--- src/rtl/jtframe_mixgain_pkg.sv ---
// Shared constants for the mixer gain controller: gain width, unity gain,
// limiter state encoding and the one-LSB ramp step helper.
package jtframe_mixgain_pkg;

    localparam int GAIN_W = 8;
    localparam logic [GAIN_W-1:0] UNITY_GAIN = 8'h10;

    localparam logic [1:0] LIM_NORMAL  = 2'd0;
    localparam logic [1:0] LIM_HOLD    = 2'd1;
    localparam logic [1:0] LIM_RELEASE = 2'd2;

    // Moves cur one LSB toward tgt; never overshoots, so 8'h00/8'hFF are never crossed
    function automatic logic [GAIN_W-1:0] step_toward(
        input logic [GAIN_W-1:0] cur,
        input logic [GAIN_W-1:0] tgt
    );
        if (cur < tgt)
            return cur + GAIN_W'(1);
        else if (cur > tgt)
            return cur - GAIN_W'(1);
        else
            return cur;
    endfunction

endpackage

--- src/rtl/jtframe_mixgain_lim.sv ---
// Peak-driven limiter: raises the attenuation shift on each mixer overflow and
// releases it one step after HOLD quiet cen ticks.
module jtframe_mixgain_lim
    import jtframe_mixgain_pkg::*;
#(
    parameter int HOLD   = 1024,
    parameter int MAXATT = 3
) (
    input  logic       clk,
    input  logic       rst,
    input  logic       cen,
    input  logic       peak,
    output logic [2:0] att
);

    localparam int HW = $clog2(HOLD + 1);
    localparam logic [HW-1:0] HOLD_LOAD = HW'(HOLD);
    localparam logic [2:0]    ATT_MAX   = 3'(MAXATT);

    logic [1:0]    st_reg, st_next;
    logic [HW-1:0] hold_reg, hold_next;
    logic [2:0]    att_reg, att_next;
    logic [2:0]    att_inc;

    always_comb begin
        att_inc   = (att_reg < ATT_MAX) ? att_reg + 3'd1 : ATT_MAX;
        st_next   = st_reg;
        hold_next = hold_reg;
        att_next  = att_reg;
        // A peak always wins: bump attenuation and restart the hold window
        if (peak) begin
            att_next  = att_inc;
            hold_next = HOLD_LOAD;
            st_next   = LIM_HOLD;
        end else begin
            case (st_reg)
                LIM_HOLD: begin
                    hold_next = hold_reg - HW'(1);
                    if (hold_reg == HW'(1))
                        st_next = LIM_RELEASE;
                end
                LIM_RELEASE: begin
                    if (att_reg != 3'd0) begin
                        att_next  = att_reg - 3'd1;
                        hold_next = HOLD_LOAD;
                        st_next   = LIM_HOLD;
                    end else begin
                        st_next = LIM_NORMAL;
                    end
                end
                default: st_next = LIM_NORMAL;
            endcase
        end
    end

    always_ff @(posedge clk) begin
        if (rst) begin
            st_reg   <= LIM_NORMAL;
            hold_reg <= '0;
            att_reg  <= 3'd0;
        end else if (cen) begin
            st_reg   <= st_next;
            hold_reg <= hold_next;
            att_reg  <= att_next;
        end
    end

    assign att = att_reg;

endmodule

--- src/rtl/jtframe_mixgain_ctl.sv ---
// Four-channel gain controller: ramps live gains toward (muted/limited) targets,
// one channel per step tick. Define JTFRAME_MIXGAIN_LIMIT_EN to build the peak limiter.
module jtframe_mixgain_ctl
    import jtframe_mixgain_pkg::*;
#(
    parameter int STEPDIV = 8,
    parameter int HOLD    = 1024,
    parameter int MAXATT  = 3
) (
    input  logic       clk,
    input  logic       rst,
    input  logic       cen,
    input  logic       cfg_we,
    input  logic [1:0] cfg_ch,
    input  logic [7:0] cfg_gain,
    input  logic       mute,
    input  logic       peak,
    output logic [7:0] gain0,
    output logic [7:0] gain1,
    output logic [7:0] gain2,
    output logic [7:0] gain3,
    output logic [2:0] att,
    output logic       busy
);

    localparam int DW = (STEPDIV > 1) ? $clog2(STEPDIV) : 1;
    localparam logic [DW-1:0] DIV_LAST = DW'(STEPDIV - 1);

    logic [GAIN_W-1:0] tgt_reg  [4];
    logic [GAIN_W-1:0] gain_reg [4];
    logic [GAIN_W-1:0] eff      [4];
    logic [3:0]        diff;
    logic [DW-1:0]     div_reg;
    logic [1:0]        ptr_reg;
    logic              step_tick;

    genvar gi;
    generate
        for (gi = 0; gi < 4; gi++) begin : g_ch
            assign eff[gi]  = mute ? '0 : (tgt_reg[gi] >> att);
            assign diff[gi] = (gain_reg[gi] != eff[gi]);
        end
    endgenerate

    assign step_tick = cen && (div_reg == DIV_LAST);

    always_ff @(posedge clk) begin
        if (rst) begin
            div_reg <= '0;
            ptr_reg <= 2'd0;
            for (int i = 0; i < 4; i++) begin
                tgt_reg[i]  <= UNITY_GAIN;
                gain_reg[i] <= '0;
            end
        end else begin
            if (cen) begin
                div_reg <= step_tick ? '0 : div_reg + DW'(1);
                if (step_tick)
                    ptr_reg <= ptr_reg + 2'd1;
            end
            // Target writes ignore cen; a step this cycle still sees the old target
            for (int i = 0; i < 4; i++) begin
                if (cfg_we && cfg_ch == 2'(i))
                    tgt_reg[i] <= cfg_gain;
                if (step_tick && ptr_reg == 2'(i))
                    gain_reg[i] <= step_toward(gain_reg[i], eff[i]);
            end
        end
    end

`ifdef JTFRAME_MIXGAIN_LIMIT_EN
    jtframe_mixgain_lim #(
        .HOLD   (HOLD),
        .MAXATT (MAXATT)
    ) u_lim (
        .clk  (clk),
        .rst  (rst),
        .cen  (cen),
        .peak (peak),
        .att  (att)
    );
`else
    localparam int unused_lim_params = HOLD + MAXATT;
    logic unused_peak;
    assign unused_peak = peak;
    assign att = 3'd0;
`endif

    assign gain0 = gain_reg[0];
    assign gain1 = gain_reg[1];
    assign gain2 = gain_reg[2];
    assign gain3 = gain_reg[3];
    assign busy  = |diff;

endmodule

--- config.mk ---
export PLATFORM = sky130hd
export DESIGN_NAME = jtframe_mixgain_ctl
export DESIGN_NICKNAME = d
export VERILOG_FILES = /design/src/rtl/jtframe_mixgain_pkg.sv /design/src/rtl/jtframe_mixgain_lim.sv /design/src/rtl/jtframe_mixgain_ctl.sv
export SDC_FILE = /design/constraint.sdc
export NUM_CORES = 1
export LEC_CHECK = 0
export CAP_MARGIN = 15
export CORE_MARGIN = 3
export CORE_UTILIZATION = 35
export CTS_CLUSTER_SIZE = 12
export DETAILED_ROUTE_END_ITERATION = 7
export SLEW_MARGIN = 25
export SYNTH_ARGS = -nofsm -noshare
export SYNTH_HDL_FRONTEND = slang
export SYNTH_SLANG_ARGS = --single-unit
--- constraint.sdc ---
create_clock -name clk -period 7.4 [get_ports clk]
set_clock_uncertainty 0.15 [all_clocks]
set_input_delay 1.11 -clock clk [delete_from_list [all_inputs] [get_ports clk]]
set_output_delay 1.11 -clock clk [all_outputs]
set_load 0.03 [all_outputs]
==> out/metrics.yaml <==
synthesis.area_um2: 4670
hold_ws_ns: 0.325
hold_violations: 0
num_vias: 3270
post-cts-setup-buffers: 0
grtUsageMet3_pct: 3.53
fp.dieH_um: 122
drv_cap: 0
use_met2_pct: 25.6
clock_path_buffers: 2
place_congestion: 0.804
nets: 560
synth_top_area_share_pct: 41.1
power_density_nw_per_um2: 200
tns_ns: 0
synth_commonest_cells: "edfxtp_1 (64), ha_1 (62), nor2_1 (38), nand2b_1 (33), and2_1 (28)"
grt_use_total_pct: 14.7
use_met1_pct: 17.6
drcViolationCount: 0
clk_latency_ns: 0.34
cp_max_fo: 32
critPathCaptureType: "primary output"
core_area_um2: 12800
layout-drive-gt1-share_pct: 7.66
synth.most_common_cell: "edfxtp_1"
critical_path_arrival_ns: 4.13
critPathBufInv: 2
fmax_ghz: 0.186
first_iter_violations: 146
ff_latch_area_um2: 2020
grt_pass1_wl_um: 16800
leakagePower_uw: 0.00226
dieArea_um2: 14800
startpoint: "mute"
cpMostUsedCell: "clkdlybuf4s50_1"
clk_pin_slew_ns: 0.06
num_rows: 41
synthDistinctLibCells: 42
hpwlAfterDp_um: 7520
seq_area_frac_synth_pct: 43.3
ir_drop_mv: 0.0930
top_usage_layer: "met2"
area_delta_synth_final_pct: 20.1
crit_family: "buffers and inverters"
worst_pin_slew_ns: 0.887
ys.warnings.count: 0
cp_slowest_cell: "clkdlybuf4s50_1"
rsz0062_at_grt: "no"
dr.pass1.iters: 4
cts-resized-gates: 0
slew_viol_final: 0
antenna_cells: 0
wl_per_cell_um: 15.0
totalWireLength_um: 9850
cts_made_buffers: 9
avgSynthCellArea_um2: 10.9
die_x_um: 122
status: "completed"
netlist_top_cells_area: "edfxtp_1 (41%), ha_1 (17%), nand2b_1 (4.4%), and2_1 (3.7%), nor2_1 (3.1%)"
initial_utilization_pct: 36.4
antenna_found_initial: 0
ant_nets: 0
grt_max_degree: 33
min_from: "div_reg[2]"
ys_async_sr_fraction_pct: 0
cts_hold_buf: 0
synth_edf_count: 64
finalSetupViolCount: 0
first_global_vias: 3404
cts_tree: "built"
max_stage_delay_ns: 0.87
synth_area_leader_cell: "edfxtp_1"
multi_input_area_um2: 2550
synth_top_flop_cell: "edfxtp_1"
num_io_pins: 52
io_buffers: 47
worstReg2RegStart: "gain_reg[1][1]"
synth-seq-cells: 69
root_buffer: "clkbuf_16"
n_fill_cell: 1252
cts.sinks: 69
cts.htree.levels: 3
viasPerCell: 4.99
final.min_clock_period_ns: 5.39
path_cells: "clkdlybuf4s50_1 -> nand2b_1 -> ha_1 -> nand3_1 -> nor3_1 -> nand4_1 -> clkdlybuf4s50_1"
start_kind: "primary input"
grt_overflow: 0
hold_path.class: "register to register"
required_ns: 6.14
critPathKind: "primary input to primary output"
period_share_pct: 72.8
syn_inst: 428
relSlewSlack_pct: 40.6
==> metal layers <==
layer  wire (um)  vias up
met2        4880       66
met3         404       11
li1            -     1630
met4         150        0
met5           0        -
met1        4410     1563
==> tightest hold or removal path: stages, from the launching register on <==
cell and delay (ns):
dfxtp_1 0.31, nand2b_1 0.06, a21oi_1 0.05
==> metrics by stage <==
stage | util, % | cell area, um^2 | setup WS [ns] | total power (uW) | std cells
floorplan | - | 4680 | 3.41 | 639 | 430
global placement | 41.4 | 5320 | 2.02 | 687 | 639
detailed placement | 41.4 | 5320 | 1.99 | 697 | 639
CTS | 43.8 | 5610 | 1.97 | 1130 | 655
global route | 43.8 | 5610 | 1.79 | 1180 | 655
finish | 43.8 | 5610 | 2.01 | 1120 | 655
==> cell type report <==
class / instances / area share, %
clock buffers: 15 / 4.77
well taps: 172 / 3.83
inverters: 16 / 1.07
flip-flops and latches: 69 / 36.0
repair buffers: 47 / 8.38
clock inverters: 1 / 0.535
multi-input cells: 335 / 45.4
==> logic make-up (layout without fill, tap and decap cells) <==
group,Yosys count,after routing,synth area share [%]
other,1,3,0.0803
AOI/OAI and AO/OA,75,75,11.8
adders and majority gates,66,66,18.3
DFF,69,69,43.3
and+or+nand+nor,168,168,19.8
xor gates and xnor gates,21,21,3.94
buffers and inverters,26,79,2.36
muxes,2,2,0.429
==> final timing paths <==
check	end	cells after the start	slack, ns
hold / removal	div_reg[2]	2	0.32
setup reg to reg	gain_reg[1][6]	12	4.04
hold reg to reg	div_reg[2]	2	0.32
setup / recovery	busy	7	2.01
==> layout by cell type, fill, tap and decap left out, drive strengths merged <==
cell | netlist | layout
o21ai | 8 | 8
or3 | 6 | 6
edfxtp | 64 | 64
or2 | 4 | 4
a211oi | 6 | 6
bufinv | 0 | 1
and3 | 3 | 3
ha | 62 | 62
xor2 | 9 | 9
nand2b | 33 | 33
nor2b | 9 | 9
nor3 | 8 | 8
conb | 1 | 3
a31o | 3 | 3
a21oi | 29 | 29
mux2i | 2 | 2
and2 | 28 | 28
clkbuf | 5 | 15
xnor2 | 12 | 12
nor2 | 38 | 38
o21a | 1 | 1
nand2 | 18 | 18
nand4 | 4 | 4
nand3b | 1 | 1
a21o | 12 | 12
inv | 16 | 16
fa | 4 | 4
dfxtp | 5 | 5
nand3 | 15 | 15
nor3b | 1 | 1
clkdlybuf4s50 | 0 | 47
a41o | 4 | 4
o211ai | 2 | 2
o21bai | 10 | 10
==> power breakdown <==
group	internal, uW	switching (uW)	leakage [uW]
registers	447	11.7	0.000686
logic	102	127	0.00143
clock network	280	155	0.000144
total	829	293	0.00226
Note: power is estimated with default switching activity, not from simulation.
